===== src/rtl/cmd_bus_exec.sv =====
// -----------------------------------------------------------------------------
// cmd_bus_exec
//  Consumes the command FSM's cmd_type stream. Each new non-idle code is
//  encoded into a 2-bit bus operation and queued in a small FIFO. A single
//  executor drains the FIFO and runs each operation as a 4-phase req/ack
//  handshake, with a per-phase timeout.
//
// Ports
//  clk       in   1          clock, rising edge
//  nReset    in   1          asynchronous reset, active low
//  ena       in   1          capture enable (0 = nothing new is queued)
//  cmd_type  in   8          command code from the command FSM
//  err_clr   in   1          clears the sticky flags ovf/tout/unk
//  bus_ack   in   1          bus acknowledge
//  bus_req   out  1          bus request
//  bus_op    out  2          encoded operation, stable while bus_req=1
//  busy      out  1          executor active or FIFO not empty
//  done      out  1          one-cycle pulse per completed command
//  ovf       out  1          sticky: known command dropped, FIFO full
//  tout      out  1          sticky: handshake timeout
//  unk       out  1          sticky: unknown non-idle code seen
//  fifo_cnt  out  FIFO_AW+1  FIFO occupancy
// -----------------------------------------------------------------------------
module cmd_bus_exec #(
    parameter int          FIFO_AW     = 2,
    parameter logic [15:0] TIMEOUT     = 16'h00FF,
    parameter logic [7:0]  C_CMD_IDLE  = 8'h00,
    parameter logic [7:0]  C_CMD_START = 8'h80,
    parameter logic [7:0]  C_CMD_RD    = 8'h20,
    parameter logic [7:0]  C_CMD_WR    = 8'h40,
    parameter logic [7:0]  C_CMD_ACK   = 8'hFF
) (
    input  logic               clk,
    input  logic               nReset,
    input  logic               ena,
    input  logic [7:0]         cmd_type,
    input  logic               err_clr,
    input  logic               bus_ack,
    output logic               bus_req,
    output logic [1:0]         bus_op,
    output logic               busy,
    output logic               done,
    output logic               ovf,
    output logic               tout,
    output logic               unk,
    output logic [FIFO_AW:0]   fifo_cnt
);

    localparam int DEPTH = 1 << FIFO_AW;

    localparam logic [FIFO_AW-1:0] PTR_ONE  = FIFO_AW'(1);
    localparam logic [FIFO_AW:0]   CNT_ONE  = (FIFO_AW+1)'(1);
    localparam logic [FIFO_AW:0]   CNT_ZERO = (FIFO_AW+1)'(0);
    localparam logic [FIFO_AW:0]   CNT_FULL = (FIFO_AW+1)'(DEPTH);

    localparam logic [1:0] S_IDLE = 2'd0;
    localparam logic [1:0] S_REQ  = 2'd1;
    localparam logic [1:0] S_REL  = 2'd2;

    // Returns {known, op}; known=0 for any code outside the command table.
    function automatic logic [2:0] encode_cmd(input logic [7:0] code);
        logic [2:0] res;
        case (code)
            C_CMD_START: res = {1'b1, 2'b00};
            C_CMD_RD:    res = {1'b1, 2'b01};
            C_CMD_WR:    res = {1'b1, 2'b10};
            C_CMD_ACK:   res = {1'b1, 2'b11};
            default:     res = {1'b0, 2'b00};
        endcase
        return res;
    endfunction

    logic [7:0]         cmd_prev_q, cmd_prev_d;
    logic [1:0]         mem_q [DEPTH];
    logic [1:0]         mem_d [DEPTH];
    logic [FIFO_AW-1:0] wr_ptr_q, wr_ptr_d;
    logic [FIFO_AW-1:0] rd_ptr_q, rd_ptr_d;
    logic [FIFO_AW:0]   cnt_q, cnt_d;
    logic [1:0]         state_q, state_d;
    logic [15:0]        timer_q, timer_d;
    logic [1:0]         op_q, op_d;
    logic               req_q, req_d;
    logic               done_q, done_d;
    logic               busy_q, busy_d;
    logic               ovf_q, ovf_d;
    logic               tout_q, tout_d;
    logic               unk_q, unk_d;

    logic               new_s, known_s, full_s, push_s, pop_s;
    logic               ovf_set_s, unk_set_s, tout_set_s;
    logic [1:0]         enc_op_s;
    logic [15:0]        timer_inc_s;

    // Capture side: edge-detect new codes and decide push / drop / unknown.
    always_comb begin
        {known_s, enc_op_s} = encode_cmd(cmd_type);
        new_s      = ena && (cmd_type != cmd_prev_q) && (cmd_type != C_CMD_IDLE);
        // Full uses start-of-cycle occupancy: a same-cycle pop does not make room.
        full_s     = (cnt_q == CNT_FULL);
        push_s     = new_s && known_s && !full_s;
        ovf_set_s  = new_s && known_s && full_s;
        unk_set_s  = new_s && !known_s;
        cmd_prev_d = cmd_type;
    end

    // FIFO storage, pointers and occupancy.
    always_comb begin
        mem_d    = mem_q;
        wr_ptr_d = wr_ptr_q;
        rd_ptr_d = rd_ptr_q;
        if (push_s) begin
            mem_d[wr_ptr_q] = enc_op_s;
            wr_ptr_d        = wr_ptr_q + PTR_ONE;
        end else begin
            wr_ptr_d = wr_ptr_q;
        end
        if (pop_s) begin
            rd_ptr_d = rd_ptr_q + PTR_ONE;
        end else begin
            rd_ptr_d = rd_ptr_q;
        end
        case ({push_s, pop_s})
            2'b10:   cnt_d = cnt_q + CNT_ONE;
            2'b01:   cnt_d = cnt_q - CNT_ONE;
            default: cnt_d = cnt_q;
        endcase
    end

    // Executor FSM: pop, request, wait ack high, wait ack low, pulse done.
    always_comb begin
        state_d     = state_q;
        op_d        = op_q;
        req_d       = req_q;
        done_d      = 1'b0;
        tout_set_s  = 1'b0;
        pop_s       = 1'b0;
        timer_inc_s = (timer_q == 16'hFFFF) ? timer_q : (timer_q + 16'd1);
        timer_d     = timer_q;
        case (state_q)
            S_IDLE: begin
                req_d   = 1'b0;
                timer_d = 16'd0;
                if (cnt_q != CNT_ZERO) begin
                    pop_s   = 1'b1;
                    op_d    = mem_q[rd_ptr_q];
                    state_d = S_REQ;
                end else begin
                    state_d = S_IDLE;
                end
            end
            S_REQ: begin
                // Request is raised during the first S_REQ cycle, so ack is
                // only honoured once it is actually on the bus.
                if (req_q && bus_ack) begin
                    req_d   = 1'b0;
                    timer_d = 16'd0;
                    state_d = S_REL;
                end else if (timer_q == TIMEOUT) begin
                    req_d      = 1'b0;
                    timer_d    = 16'd0;
                    tout_set_s = 1'b1;
                    state_d    = S_IDLE;
                end else begin
                    req_d   = 1'b1;
                    timer_d = timer_inc_s;
                end
            end
            S_REL: begin
                if (!bus_ack) begin
                    done_d  = 1'b1;
                    timer_d = 16'd0;
                    state_d = S_IDLE;
                end else if (timer_q == TIMEOUT) begin
                    tout_set_s = 1'b1;
                    timer_d    = 16'd0;
                    state_d    = S_IDLE;
                end else begin
                    timer_d = timer_inc_s;
                end
            end
            default: begin
                req_d   = 1'b0;
                timer_d = 16'd0;
                state_d = S_IDLE;
            end
        endcase
    end

    // Sticky flags (a set beats a clear) and registered busy.
    always_comb begin
        ovf_d  = ovf_set_s  || (ovf_q  && !err_clr);
        tout_d = tout_set_s || (tout_q && !err_clr);
        unk_d  = unk_set_s  || (unk_q  && !err_clr);
        busy_d = (state_d != S_IDLE) || (cnt_d != CNT_ZERO);
    end

    // State registers; reset drops bus_req at once and discards the queue.
    always_ff @(posedge clk or negedge nReset) begin
        if (!nReset) begin
            cmd_prev_q <= C_CMD_IDLE;
            for (int i = 0; i < DEPTH; i++) begin
                mem_q[i] <= 2'b00;
            end
            wr_ptr_q <= '0;
            rd_ptr_q <= '0;
            cnt_q    <= CNT_ZERO;
            state_q  <= S_IDLE;
            timer_q  <= 16'd0;
            op_q     <= 2'b00;
            req_q    <= 1'b0;
            done_q   <= 1'b0;
            busy_q   <= 1'b0;
            ovf_q    <= 1'b0;
            tout_q   <= 1'b0;
            unk_q    <= 1'b0;
        end else begin
            cmd_prev_q <= cmd_prev_d;
            mem_q      <= mem_d;
            wr_ptr_q   <= wr_ptr_d;
            rd_ptr_q   <= rd_ptr_d;
            cnt_q      <= cnt_d;
            state_q    <= state_d;
            timer_q    <= timer_d;
            op_q       <= op_d;
            req_q      <= req_d;
            done_q     <= done_d;
            busy_q     <= busy_d;
            ovf_q      <= ovf_d;
            tout_q     <= tout_d;
            unk_q      <= unk_d;
        end
    end

    assign bus_req  = req_q;
    assign bus_op   = op_q;
    assign busy     = busy_q;
    assign done     = done_q;
    assign ovf      = ovf_q;
    assign tout     = tout_q;
    assign unk      = unk_q;
    assign fifo_cnt = cnt_q;

endmodule


===== config.mk =====
export PLATFORM = sky130hd
export DESIGN_NAME = cmd_bus_exec
export DESIGN_NICKNAME = d
export VERILOG_FILES = /design/src/rtl/cmd_bus_exec.sv
export SDC_FILE = /design/constraint.sdc
export NUM_CORES = 1
export LEC_CHECK = 0
export BUFFER_PORTS_ARGS = -buffer_cell sky130_fd_sc_hd__buf_2
export CORE_MARGIN = 1
export CORE_UTILIZATION = 25
export DETAILED_ROUTE_END_ITERATION = 7
export SYNTH_ARGS = -nofsm -noshare
export SYNTH_HDL_FRONTEND = slang
export SYNTH_SLANG_ARGS = --single-unit

===== constraint.sdc =====
create_clock -name clk -period 7.3 [get_ports clk]
set_input_delay 0.73 -clock clk [delete_from_list [all_inputs] [get_ports clk]]
set_output_delay 0.73 -clock clk [all_outputs]
set_load 0.01 [all_outputs]

==> results.sh <==
export IMPL_outcome="completed"
export IMPL_biggest_area_consumer_among_synthesized_cells="sky130_fd_sc_hd__dfrtp_1"
export IMPL_drt_pass1_iter_count=4
export IMPL_postSynth_asyncResetShare_pct=100
export IMPL_synthFlopType="sky130_fd_sc_hd__dfrtp_1"
export IMPL_cell_rows=36
export IMPL_cpPeakStageDelay_ns=0.57
export IMPL_layout_area_overhead_vs_synth_pct=14.2
export IMPL_worst_slew_margin_relative_to_its_limit_pct=57.5
export IMPL_hold_class="reg2reg"
export IMPL_worstPathRequired_ns=7.48
export IMPL_post_synth_cell_area_avg_um2=10.7
export IMPL_routed_wirelength_mm=4.72
export IMPL_crit_path_cell_trace="buf_2 -> or4_4 -> nor4_2 -> or2_2 -> and3_2 -> inv_2 -> ha_1 -> inv_1 -> fa_1 -> xor2_1 -> nor2_1 -> xor2_1 -> or4_1"
export IMPL_fin_crit_ns=3.20
export IMPL_overflow=0
export IMPL_period_share_pct=43.8
export IMPL_cts_root_buf="sky130_fd_sc_hd__clkbuf_8"
export IMPL_route_detailed_drc=0
export IMPL_setup_viol=0
export IMPL_layout_area_seq_mm2=0.00123
export IMPL_cts_post_setup_buffers_inserted=0
export IMPL_worst_path_max_delay_cell="sky130_fd_sc_hd__or4_4"
export IMPL_critPathLaunchType="input port"
export IMPL_cts_reportedPaths_clkPinSlew_ns=0.10
export IMPL_syn_nets=258
export IMPL_yosysMostFrequentCell="sky130_fd_sc_hd__dfrtp_1"
export IMPL_synth_area_top_cells="sky130_fd_sc_hd__dfrtp_1, sky130_fd_sc_hd__xor2_1, sky130_fd_sc_hd__ha_1, sky130_fd_sc_hd__mux2_1, sky130_fd_sc_hd__nor2_1"
export IMPL_n_fill_cell=1037
export IMPL_design_area_mm2=0.00285
export IMPL_chip_width_um=102
export IMPL_ios=24
export IMPL_antenna_found_initial=0
export IMPL_grt_start_max_net_pins=50
export IMPL_synth_enable_flop_cells=0
export IMPL_number_of_buffers_added_by_the_clock_tree_synthesis_step=5
export IMPL_post_synth_top_area_fraction_pct=49.1
export IMPL_final_setup_skew_ns=0.0197
export IMPL_floorplan_die_area_mm2=0.0104
export IMPL_via_count=1739
export IMPL_setup_worst_path_class="in2reg"
export IMPL_critical_path_buf_inv_count=3
export IMPL_timing_max_cap_violations=0
export IMPL_crit_path_max_fanout=7
export IMPL_cts_tree="done"
export IMPL_slew_worst_pin_ns=0.638
export IMPL_initialDrtViolationCount=75
export IMPL_finalWeightedCongestion=0.775
export IMPL_cts_sinks=49
export IMPL_clock_tree_buffer_depth=2
export IMPL_gate_count_of_the_mapped_netlist=234
export IMPL_ys_top_cells_by_count="sky130_fd_sc_hd__dfrtp_1, sky130_fd_sc_hd__nor2_1, sky130_fd_sc_hd__xor2_1, sky130_fd_sc_hd__nand2_1, sky130_fd_sc_hd__inv_1"
export IMPL_setup_slack_placement_ns=3.75
export IMPL_cts_repair_resized=0
export IMPL_power_static_leakage_nw=1.29
export IMPL_totalPowerFinal_mw=0.782
export IMPL_fmax_mhz=313
export IMPL_cts_hold_buffers_added=0
export IMPL_track_usage_pct=10.0
export IMPL_multi_input_area_mm2=0.00117
export IMPL_cp_data_arrival_time_ns=3.38
export IMPL_timing_reg2reg_setup_slack_ns=4.40
export IMPL_detail_route_vias_per_cell=4.46
export IMPL_rsz_0062_raised_after_global_routing="false"
export IMPL_number_of_global_route_vias_before_repair=1663
export IMPL_io_buffers=23
export IMPL_avgRoutedWirePerCell_um=12.1
export IMPL_drive_gt1_share_pct=15.6
export IMPL_start_util_pct=25.7
export IMPL_timing_final_max_slew_violations=0
export IMPL_pwr_cell_area_mw_per_mm2=274
export IMPL_synth_yosys_seq_area_share_pct=49.1
export IMPL_clkLatencyLatePin_ns=0.31
export IMPL_coreArea_mm2=0.00973
export IMPL_yosys_cell_types_count=43
export IMPL_crit_top_cell="sky130_fd_sc_hd__xor2_1"
export IMPL_setup_worst_path_end_class="flip-flop"
export IMPL_worst_hold_slack_ns=0.486
export IMPL_antenna_diode_count=0
export IMPL_placed_area_mm2=0.00274
export IMPL_synthesis_yosys_warnings=0
export IMPL_final_net_count=280
export IMPL_max_vdd_ir_drop_uv=136
export IMPL_yosys_register_bits=49
export IMPL_post_dp_hpwl_mm=3.38
export IMPL_critical_path_top_delay_family="simple AND/OR/NAND/NOR gates"
export IMPL_mappedNetlistArea_mm2=0.00250
export IMPL_final_layout_setup_total_negative_slack_ns=0
export IMPL_route_antenna_remaining_nets=0
export IMPL_timing_hold_violations_final=0
export IMPL_grt_first_pass_wirelength_mm=8.07
export IMPL_finalWorstSetupSlack_ns=4.10
export IMPL_level_count_of_the_clock_h_tree=2
export IMPL_die_height_um=102
[metrics by stage]
| stage | cells | util, % |
|---|---|---|
| 5_1_grt | 390 | 29.3 |
| 3_5_place_dp | 382 | 28.1 |
| 4_1_cts | 390 | 29.3 |
| 3_3_place_gp | 382 | 28.1 |
| 6_report | 390 | 29.3 |
| 2_1_floorplan | 234 | - |
[cells in the final DEF, fill, tap and decap left out, drive strengths merged, types with 3 or more instances in the layout]
cell     Yosys  final
dfrtp       49     49
buf          6     24
nor2        21     21
xor2        19     19
nand2       17     17
inv         14     15
nand4       10     10
ha          10     10
nand3        9      9
mux2         9      9
nor4         8      8
o21ai        7      7
xnor2        5      5
a21oi        5      5
clkbuf       3      5
and4         4      4
o22ai        4      4
o2111ai      3      3
mux2i        3      3
nor2b        3      3
[tightest hold or removal path, cell delays in order, from the launching register on]
cell and delay [ns]:
sky130_fd_sc_hd__dfrtp_1 0.35, sky130_fd_sc_hd__nand2_1 0.05, sky130_fd_sc_hd__nand2_1 0.05
[state kept, by name (all words and copies together), names as in the netlist]
name        cells
cmd_prev_q      8
busy            1
state_q         2
timer_q        16
wr_ptr_q        2
ovf             1
fifo_cnt        3
mem_q           8
bus_op          2
unk             1
tout            1
rd_ptr_q        2
bus_req         1
done            1
[power by group]
| group | total [mW] | switching [mW] | internal (mW) |
|---|---|---|---|
| Sequential | 0.346 | 0.0367 | 0.309 |
| Combinational | 0.239 | 0.142 | 0.0972 |
| Clock | 0.198 | 0.0947 | 0.103 |
| Total | 0.782 | 0.273 | 0.509 |
[path summary, 6_finish.rpt]
path,from,end,cells past startpoint
setup / recovery,cmd_type[0],busy$_DFF_PN0_,13
hold / removal,bus_op[0]$_DFFE_PN0P_,bus_op[0]$_DFFE_PN0P_,2
setup reg to reg,cmd_prev_q[6]$_DFF_PN0_,busy$_DFF_PN0_,12
hold reg to reg,bus_op[0]$_DFFE_PN0P_,bus_op[0]$_DFFE_PN0P_,2
max in group asynchronous,nReset,timer_q[4]$_DFF_PN0_,2
min in group asynchronous,nReset,timer_q[14]$_DFF_PN0_,2
[logic make-up after synthesis]
family	count (synthesis)	share of synthesized area, %
xor gates and xnor gates	24	8.42
muxes	14	7.07
adders and majority gates	11	5.81
and+or+nand+nor	83	17.6
AOI/OAI and AO/OA	30	7.97
buffers and inverters	23	4.01
DFF	49	49.1
[routing by layer]
| layer | global-route usage (%) | up-vias | routed length (um) |
|---|---|---|---|
| met1 | 13.5 | 834 | 2300 |
| met5 | 0 | - | 0 |
| li1 | - | 866 | - |
| met4 | 2.31 | 0 | 27 |
| met2 | 15.8 | 37 | 2170 |
| met3 | 3.08 | 2 | 216 |
[final cells by class]
cell class                 instances  area share [%]
clock buffer                       5            2.41
clock inverter                     3            1.54
inverter                          14            1.84
multi-input combinational        162            41.0
sequential                        49            43.0
tap                              133            5.84
timing repair buffer              24            4.30
Note: power is estimated with default switching activity, not from simulation.
